File: src/rtl/accel_pkg.sv
// Shared constants and types for the host-side accelerator issuer.
// Holds instruction/result widths, the READ opcode and the NOP word.
package accel_pkg;

    localparam int INSTR_W  = 64;
    localparam int RESULT_W = 32;

    localparam logic [3:0] OP_READ = 4'hE;

    typedef logic [INSTR_W-1:0]  instr_t;
    typedef logic [RESULT_W-1:0] result_t;

    localparam instr_t NOP_WORD = '0;

    function automatic logic is_read(input instr_t word);
        return word[INSTR_W-1 -: 4] == OP_READ;
    endfunction

endpackage

File: src/rtl/sync_fifo.sv
// First-word fall-through synchronous FIFO with wrap-bit pointers.
// pop_data reads zero while empty so downstream sees a clean idle word.
module sync_fifo #(
    parameter int WIDTH = 32,
    parameter int DEPTH = 4
) (
    input  logic                     clk,
    input  logic                     rst,
    input  logic                     push,
    input  logic [WIDTH-1:0]         push_data,
    input  logic                     pop,
    output logic [WIDTH-1:0]         pop_data,
    output logic [$clog2(DEPTH):0]   count,
    output logic                     empty
);

    localparam int AW = $clog2(DEPTH);

    logic [WIDTH-1:0] mem [DEPTH];
    logic [AW:0]      wr_ptr;
    logic [AW:0]      rd_ptr;
    logic             full;
    logic             do_push;
    logic             do_pop;

    assign empty = wr_ptr == rd_ptr;
    assign full  = (wr_ptr[AW] != rd_ptr[AW]) &&
                   (wr_ptr[AW-1:0] == rd_ptr[AW-1:0]);

    // A pop in the same cycle frees the slot a full push needs
    assign do_pop  = pop && !empty;
    assign do_push = push && (!full || do_pop);

    assign count    = wr_ptr - rd_ptr;
    assign pop_data = empty ? '0 : mem[rd_ptr[AW-1:0]];

    always_ff @(posedge clk or posedge rst) begin
        if (rst) begin
            wr_ptr <= '0;
            rd_ptr <= '0;
        end else begin
            if (do_push) wr_ptr <= wr_ptr + 1'b1;
            if (do_pop)  rd_ptr <= rd_ptr + 1'b1;
        end
    end

    always_ff @(posedge clk) begin
        if (do_push) mem[wr_ptr[AW-1:0]] <= push_data;
    end

endmodule

File: src/rtl/accel_host_issuer.sv
// Queues host instructions, issues them to the accelerator one per cycle,
// and captures READ results into a credit-limited result FIFO.
module accel_host_issuer
    import accel_pkg::*;
#(
    parameter int CMD_DEPTH = 8,
    parameter int RES_DEPTH = 4,
    parameter int RD_LAT    = 6
) (
    input  logic                clk,
    input  logic                rst,
    input  logic [INSTR_W-1:0]  cmd_data,
    input  logic                cmd_valid,
    output logic                cmd_ready,
    output logic [INSTR_W-1:0]  accel_instr,
    output logic                accel_instr_valid,
    input  logic                accel_buffer_full,
    input  logic [RESULT_W-1:0] accel_result,
    output logic [RESULT_W-1:0] res_data,
    output logic                res_valid,
    input  logic                res_ready,
    output logic                busy
);

    localparam int CW = $clog2(CMD_DEPTH) + 1;
    localparam int RW = $clog2(RES_DEPTH) + 1;

    logic [CW-1:0] cmd_count;
    logic          cmd_empty;
    instr_t        cmd_head;
    logic          cmd_push;
    logic          head_read;
    logic          credit_ok;
    logic          issue;

    logic [RW-1:0] res_count;
    logic [RW-1:0] in_flight;
    logic          res_empty;
    logic          res_pop;
    logic          capture;

    logic [RD_LAT:1] pend;

    assign cmd_ready = cmd_count < CW'(CMD_DEPTH);
    assign cmd_push  = cmd_valid && cmd_ready;

    // Outstanding reads plus stored results may never exceed the FIFO size
    assign head_read = is_read(cmd_head);
    assign credit_ok = ({1'b0, in_flight} + {1'b0, res_count})
                       < (RW+1)'(RES_DEPTH);
    assign issue     = !cmd_empty && !accel_buffer_full &&
                       (!head_read || credit_ok);

    assign capture   = pend[RD_LAT];
    assign res_valid = !res_empty;
    assign res_pop   = res_valid && res_ready;

    assign busy = !cmd_empty || (in_flight != '0) ||
                  (pend != '0) || !res_empty;

    sync_fifo #(
        .WIDTH (INSTR_W),
        .DEPTH (CMD_DEPTH)
    ) u_cmd_fifo (
        .clk       (clk),
        .rst       (rst),
        .push      (cmd_push),
        .push_data (cmd_data),
        .pop       (issue),
        .pop_data  (cmd_head),
        .count     (cmd_count),
        .empty     (cmd_empty)
    );

    sync_fifo #(
        .WIDTH (RESULT_W),
        .DEPTH (RES_DEPTH)
    ) u_res_fifo (
        .clk       (clk),
        .rst       (rst),
        .push      (capture),
        .push_data (accel_result),
        .pop       (res_pop),
        .pop_data  (res_data),
        .count     (res_count),
        .empty     (res_empty)
    );

    always_ff @(posedge clk or posedge rst) begin
        if (rst) begin
            accel_instr       <= NOP_WORD;
            accel_instr_valid <= 1'b0;
        end else if (issue) begin
            accel_instr       <= cmd_head;
            accel_instr_valid <= 1'b1;
        end else begin
            accel_instr       <= NOP_WORD;
            accel_instr_valid <= 1'b0;
        end
    end

    // Token enters on the cycle after the strobe, exits RD_LAT cycles after it
    always_ff @(posedge clk or posedge rst) begin
        if (rst) begin
            pend <= '0;
        end else begin
            pend[1] <= accel_instr_valid && is_read(accel_instr);
            for (int i = 2; i <= RD_LAT; i++) begin
                pend[i] <= pend[i-1];
            end
        end
    end

    always_ff @(posedge clk or posedge rst) begin
        if (rst) begin
            in_flight <= '0;
        end else begin
            in_flight <= in_flight + RW'(issue && head_read) - RW'(capture);
        end
    end

endmodule

File: config.mk
export PLATFORM = sky130hd
export DESIGN_NAME = accel_host_issuer
export DESIGN_NICKNAME = d
export VERILOG_FILES = /design/src/rtl/accel_pkg.sv /design/src/rtl/sync_fifo.sv /design/src/rtl/accel_host_issuer.sv
export SDC_FILE = /design/constraint.sdc
export NUM_CORES = 1
export LEC_CHECK = 0
export BUFFER_PORTS_ARGS = -buffer_cell sky130_fd_sc_hd__clkbuf_2
export CAP_MARGIN = 40
export CORE_ASPECT_RATIO = 1.25
export CORE_UTILIZATION = 45
export DETAILED_ROUTE_END_ITERATION = 8
export SLEW_MARGIN = 0
export SYNTH_ARGS = -nofsm -noshare
export SYNTH_HDL_FRONTEND = slang
export SYNTH_HIERARCHICAL = 1
export SYNTH_SLANG_ARGS = --single-unit
File: constraint.sdc
create_clock -name clk -period 9.4 [get_ports clk]
set_input_delay 0.94 -clock clk [delete_from_list [all_inputs] [get_ports clk]]
set_output_delay 0.94 -clock clk [all_outputs]
set_load 0.01 [all_outputs]
==> results of run 1 <==
==> final timing paths <==
check	startpoint	end	slack, ns	depth (start not counted)
worst min register to register	pend[2]$_DFF_PP0_	pend[3]$_DFF_PP0_	0.37	0
min in group clk	pend[2]$_DFF_PP0_	pend[3]$_DFF_PP0_	0.37	0
worst max-delay path	u_cmd_fifo/rd_ptr[1]$_DFFE_PP0P_	u_cmd_fifo/mem[7][6]$_DFFE_PP_	3.46	16
worst max register to register	u_cmd_fifo/rd_ptr[1]$_DFFE_PP0P_	u_cmd_fifo/mem[7][6]$_DFFE_PP_	3.46	16
max in group asynchronous	rst	accel_instr[28]$_DFF_PP0_	8.42	3
worst min-delay path	rst	u_res_fifo/rd_ptr[2]$_DFFE_PP0P_	0.34	2
==> critical path, delay by kind of cell (launching register included) <==
family,cells,cell delay (ns)
buf+inv,6,2.04
simple gates,6,1.89
flops,1,0.65
compound gates,3,0.57
fa+ha+maj,1,0.29
==> power groups by stage <==
stage	Clock [mW]	Combinational, mW	Sequential, mW
floorplan	0	2.23	4.31
global placement	0	3.03	4.36
detailed placement	0	3.19	4.31
CTS	2.94	3.21	4.24
global route	3.06	3.39	4.28
finish	2.86	3.11	4.23
==> flip-flops by register name (all words and copies together) (netlist names) <==
register,flops
accel_instr,64
accel_instr_valid,1
in_flight,3
pend,6
u_cmd_fifo/mem,512
u_cmd_fifo/rd_ptr,4
u_cmd_fifo/wr_ptr,4
u_res_fifo/mem,128
u_res_fifo/rd_ptr,3
u_res_fifo/wr_ptr,3
==> cells in the final DEF, fill, tap and decap left out, types with 3 or more instances in the layout <==
cell type   count
clkinvlp_4      3
mux4_2        159
nor2_4          6
nand4_1         3
buf_12          3
clkbuf_16      74
nor2b_4        29
and2_1          6
and3_1         63
clkbuf_1       17
nand3_1         7
dfrtp_1        85
clkinv_1       11
buf_16          5
clkbuf_2      200
diode_2         3
clkbuf_8        4
xnor2_1        11
clkinv_2        9
ha_1           16
nor3_2          5
xor2_1          3
nand2_1         9
a22o_1         64
mux2_1          3
nor2b_1         5
buf_4          29
bufinv_16       7
nor2_1          3
edfxtp_1      640
inv_6           3
inv_1          17
==> stage by stage <==
stage / power (mW) / instances
6_report: 10.2 / 2362
5_1_grt: 10.7 / 2362
4_1_cts: 10.4 / 2359
3_5_place_dp: 7.49 / 2227
3_3_place_gp: 7.39 / 2218
2_1_floorplan: 6.54 / 1231
==> metal layers <==
metal / vias up / global-route usage / wire (um)
li1: 5585 / - / -
met2: 318 / 0.319 / 29300
met1: 6722 / 0.239 / 23200
met5: - / 0 / 61
met3: 90 / 0.0451 / 3090
met4: 10 / 0.0580 / 1170
==> cell type report <==
cell class,instances,area (um^2)
sequential,728,21400
tap,824,1030
inverter,20,77.6
clock inverter,37,390
clock buffer,95,1970
fill,4750,28600
antenna,3,7.51
timing repair buffer,238,1420
multi-input combinational,417,5830
==> flow_metrics.env, run 1 <==
export IMPL_synthCells=1231
export IMPL_drcViolationCount=0
export IMPL_cts_made_buffers=72
export IMPL_post_cts_resized=0
export IMPL_cts_tree="done"
export IMPL_place_congestion=0.739
export IMPL_via_count=12700
export IMPL_fin_setup_tns_ns=0
export IMPL_rsz0062_at_grt="false"
export IMPL_cp_end_kind="flip-flop"
export IMPL_synth_nets=1350
export IMPL_drive_gt1_frac=0.361
export IMPL_place_area_um2=29800
export IMPL_status="completed"
export IMPL_cts_sinks=728
export IMPL_yosys_warnings=6
export IMPL_grt_pass1_vias=13500
export IMPL_startpoint_type="flip-flop"
export IMPL_gr_usage_all_layers=0.188
export IMPL_syn_to_final_growth_pct=16.1
export IMPL_wl_per_cell_um=24.0
export IMPL_fmax_mhz=168
export IMPL_routed_wl_um=56800
export IMPL_critPathKind="flip-flop to flip-flop"
export IMPL_power_switching_mw=3.04
export IMPL_ctsHoldBuffers=0
export IMPL_viasPerCell=5.39
export IMPL_crit_chain="buf_12 > inv_1 > ha_1 > nand3_1 > nand2b_1 > inv_2 > nor2_4 > buf_4 > a22o_1 > nand4b_1 > a21o_2 > and2_1 > o31ai_1 > buf_2 > nor2_4 > buf_4"
export IMPL_final_nets=1596
export IMPL_combPwrFrac=0.305
export IMPL_overflow=0
export IMPL_tightest_slew_ns=0.867
export IMPL_layout_setup_ws_ns=3.46
export IMPL_post_cts_buffers=0
export IMPL_num_rows=101
export IMPL_die_w_um=224
export IMPL_ir_drop_uv=153
export IMPL_hp_class="input pin to asynchronous set/reset pin"
export IMPL_boundaryPins=201
export IMPL_die_h_um=279
export IMPL_period_share=0.632
export IMPL_ctsRootBufferMaster="clkbuf_16"
export IMPL_die_area_um2=62500
export IMPL_max_slew_margin=0.420
export IMPL_io_buffers=200
export IMPL_cellPowerDensity_nw_per_um2=318
export IMPL_cap_viol_max_count=0
export IMPL_htreeDepth=3
export IMPL_cts_buffer_depth=3
export IMPL_syn_area_um2=27700
export IMPL_holdWs_ns=0.339
export IMPL_fin_util=0.529
export IMPL_finClkSkew_ns=0.0175
export IMPL_slowest_stage="buf_4"
export IMPL_antenna_found_initial=9
export IMPL_grt_max_degree=65
export IMPL_crit_path_max_fanout=47
export IMPL_design_area_um2=32200
export IMPL_drt_iter0_markers=779
export IMPL_slew_violations=0
export IMPL_max_stage_delay_ns=0.75
export IMPL_clkTransAtPathRegs_ns=0.06
export IMPL_pre_cts_ws_ns=3.35
export IMPL_clockPowerShare=0.280
export IMPL_fin_crit_ns=5.94
export IMPL_p_int_mw=7.18
export IMPL_seqPwrFrac=0.415
export IMPL_finalHoldViolCount=0
export IMPL_required_ns=9.62
export IMPL_leakage_nw=11.5
export IMPL_clk_latency_ns=0.61
export IMPL_coreArea_um2=60800
export IMPL_initial_core_util=0.455
export IMPL_grt_pass1_wl_um=86400
export IMPL_finalSetupViolations=0
export IMPL_arrival_ns=6.16
export IMPL_avgSynthCellArea_um2=22.5
export IMPL_firstDrtPassIters=5
export IMPL_sw_frac_of_total=0.297
export IMPL_antenna_left=0
export IMPL_hpwl_um=33400
(Power assumes the default switching activity.)
==> run 2: changes to the inputs <==
--- a/config.mk
+++ b/config.mk
@@ -5,6 +5,7 @@
 export SDC_FILE = /design/constraint.sdc
 export NUM_CORES = 1
 export LEC_CHECK = 0
+export ABC_AREA = 1
 export BUFFER_PORTS_ARGS = -buffer_cell sky130_fd_sc_hd__clkbuf_2
 export CAP_MARGIN = 40
 export CORE_ASPECT_RATIO = 1.25
==> constraint.sdc (replaced) <==
create_clock -name clk -period 5.3 [get_ports clk]
set_input_delay 0.53 -clock clk [delete_from_list [all_inputs] [get_ports clk]]
set_output_delay 0.53 -clock clk [all_outputs]
set_load 0.01 [all_outputs]
==> run 2 against run 1 <==
- sequential share of layout area shrank 6.6 points
- clock skew grew 0.0050 ns
- clock-buffer cell count is 7 higher
- first-iteration DRC count increased by 86%
- synthesized cell count grew to 2.5 times the previous value
- utilization shrank 1.4 points
- final area increased by 11%
- combinational power is 92% higher
- sequential cell count unchanged
- setup slack got worse by 2.3 ns
- critical path depth decreased by 5
- register-to-register slack got worse by 2.3 ns
- critical path type is now flip-flop to output pin
- critical endpoint is now busy
- highest routed layer unchanged
==> flow_metrics.env, run 2 <==
export IMPL_crit_path_max_fanout=35
export IMPL_cts_buffer_depth=3
export IMPL_clkTransAtPathRegs_ns=0.06
export IMPL_p_int_mw=11.8
export IMPL_fin_cells=4291
export IMPL_final_nets=3413
export IMPL_synthCells=3117
export IMPL_combPwrFrac=0.324
export IMPL_seqPwrFrac=0.399
export IMPL_htreeDepth=3
export IMPL_gr_usage_all_layers=0.205
export IMPL_fmax_mhz=240
export IMPL_boundaryPins=201
export IMPL_die_h_um=298
export IMPL_finClkSkew_ns=0.0225
export IMPL_slew_violations=0
export IMPL_clk_latency_ns=0.62
export IMPL_drive_gt1_frac=0.114
export IMPL_leakage_nw=16.4
export IMPL_period_share=0.788
export IMPL_die_w_um=239
export IMPL_rsz0062_at_grt="false"
export IMPL_cp_end_kind="output pin"
export IMPL_arrival_ns=3.64
export IMPL_drt_iter0_markers=1448
export IMPL_cts_tree="done"
export IMPL_firstDrtPassIters=5
export IMPL_fillCellCount=6161
export IMPL_hp_class="input pin to flip-flop"
export IMPL_syn_to_final_growth_pct=13.4
export IMPL_antenna_found_initial=10
export IMPL_cts_sinks=728
export IMPL_routed_wl_um=71500
export IMPL_critPathKind="flip-flop to output pin"
export IMPL_cellPowerDensity_nw_per_um2=515
export IMPL_sw_frac_of_total=0.360
export IMPL_ctsRootBufferMaster="clkbuf_16"
export IMPL_status="completed"
export IMPL_r2r_setup_slack_ns=1.15
export IMPL_via_count=20500
export IMPL_final_cell_mix="nand2_1 (817), inv_1 (672), edfxtp_1 (640)"
export IMPL_place_congestion=0.794
export IMPL_io_buffers=200
export IMPL_synth_nets=3236
export IMPL_die_area_um2=71100
export IMPL_cts_made_buffers=74
export IMPL_grt_pass1_wl_um=113000
export IMPL_wl_per_cell_um=16.7
export IMPL_initial_core_util=0.454
export IMPL_max_slew_margin=0.404
export IMPL_drcViolationCount=0
export IMPL_final_common_cell="nand2_1"
export IMPL_tightest_slew_ns=0.894
export IMPL_viasPerCell=4.78
export IMPL_ir_drop_uv=299
export IMPL_num_rows=108
export IMPL_post_cts_resized=0
export IMPL_regArea_um2=21400
export IMPL_cap_viol_max_count=0
export IMPL_yosys_warnings=6
export IMPL_syn_area_um2=31500
export IMPL_grt_pass1_vias=20600
export IMPL_overflow=0
export IMPL_antenna_left=0
export IMPL_power_mw=18.4
export IMPL_finalSetupViolations=0
export IMPL_coreArea_um2=69300
export IMPL_avgSynthCellArea_um2=10.1
export IMPL_startpoint_type="flip-flop"
export IMPL_hpwl_um=42700
export IMPL_largest_reg_flops=512
export IMPL_grt_max_degree=82
export IMPL_clockPowerShare=0.277
export IMPL_power_switching_mw=6.61
export IMPL_finalHoldViolCount=0
export IMPL_fin_crit_ns=4.17
export IMPL_dp_cells=4152
export IMPL_multi_input_area_um2=6740
export IMPL_required_ns=4.77
==> run 2: path summary, 6_finish.rpt <==
check                                                      start                               end  cells after the start
worst max-delay path            u_res_fifo/rd_ptr[1]$_DFFE_PP0P_                              busy                     11
worst min-delay path                             accel_result[5]    u_res_fifo/mem[3][5]$_DFFE_PP_                      1
worst max register to register  u_res_fifo/rd_ptr[0]$_DFFE_PP0P_   u_cmd_fifo/mem[2][16]$_DFFE_PP_                     13
worst min register to register                 pend[5]$_DFF_PP0_                 pend[6]$_DFF_PP0_                      0
max in group asynchronous                                    rst         accel_instr[18]$_DFF_PP0_                      4
min in group asynchronous                                    rst  u_res_fifo/wr_ptr[2]$_DFFE_PP0P_                      3
==> run 2: repair_timing <==
action / CTS / global route
hold buffers: 1 / 0
buffers inserted: 0 / 0
hold endpoints to repair: 23 / 0
==> run 2: cell type report <==
type | instances | area share
diodes | 2 | 0.000140
clock buffers | 102 | 0.0576
clock inverters | 34 | 0.00862
inverters | 676 | 0.0713
multi-input cells | 1572 | 0.189
flip-flops and latches | 728 | 0.600
well taps | 935 | 0.0327
repair buffers | 242 | 0.0409
==> run 2: metal layers <==
metal	track usage	wire length (um)
met1	0.249	29000
met2	0.363	36500
met3	0.0384	4180
met4	0.0682	1640
met5	0	103
==> run 2: per-stage QoR <==
step / setup WS (ns) / area, um^2 / hold slack [ns] / util / setup TNS [ns]
6_report: 1.13 / 35700 / 0.125 / 0.515 / 0
5_1_grt: 0.746 / 35700 / 0.110 / 0.515 / 0
4_1_cts: 0.977 / 35700 / 0.0845 / 0.515 / 0
3_5_place_dp: 1.15 / 33300 / 0.360 / 0.481 / 0
3_3_place_gp: 1.23 / 33200 / 0.361 / 0.479 / 0
2_1_floorplan: -0.805 / 31500 / 0.321 / - / -308.17
==> run 2: worst max-delay path, stage by stage (launching register included) <==
cell and delay (ns):
dfrtp_1 0.90, inv_1 0.08, buf_4 0.30, ha_1 0.34, nand2_1 0.07, inv_1 0.07, nand3_2 0.11, inv_2 0.58
nand2_1 0.11, nor3_1 0.14, nand4_1 0.17, clkbuf_2 0.18
==> run 2: power by group through the flow <==
stage / clock network (mW) / logic [mW] / registers [mW]
6_report: 5.10 / 5.96 / 7.33
5_1_grt: 5.45 / 6.75 / 7.39
4_1_cts: 5.23 / 6.06 / 7.33
3_5_place_dp: 0 / 6.02 / 7.45
3_3_place_gp: 0 / 5.86 / 7.42
2_1_floorplan: 0 / 4.21 / 7.48
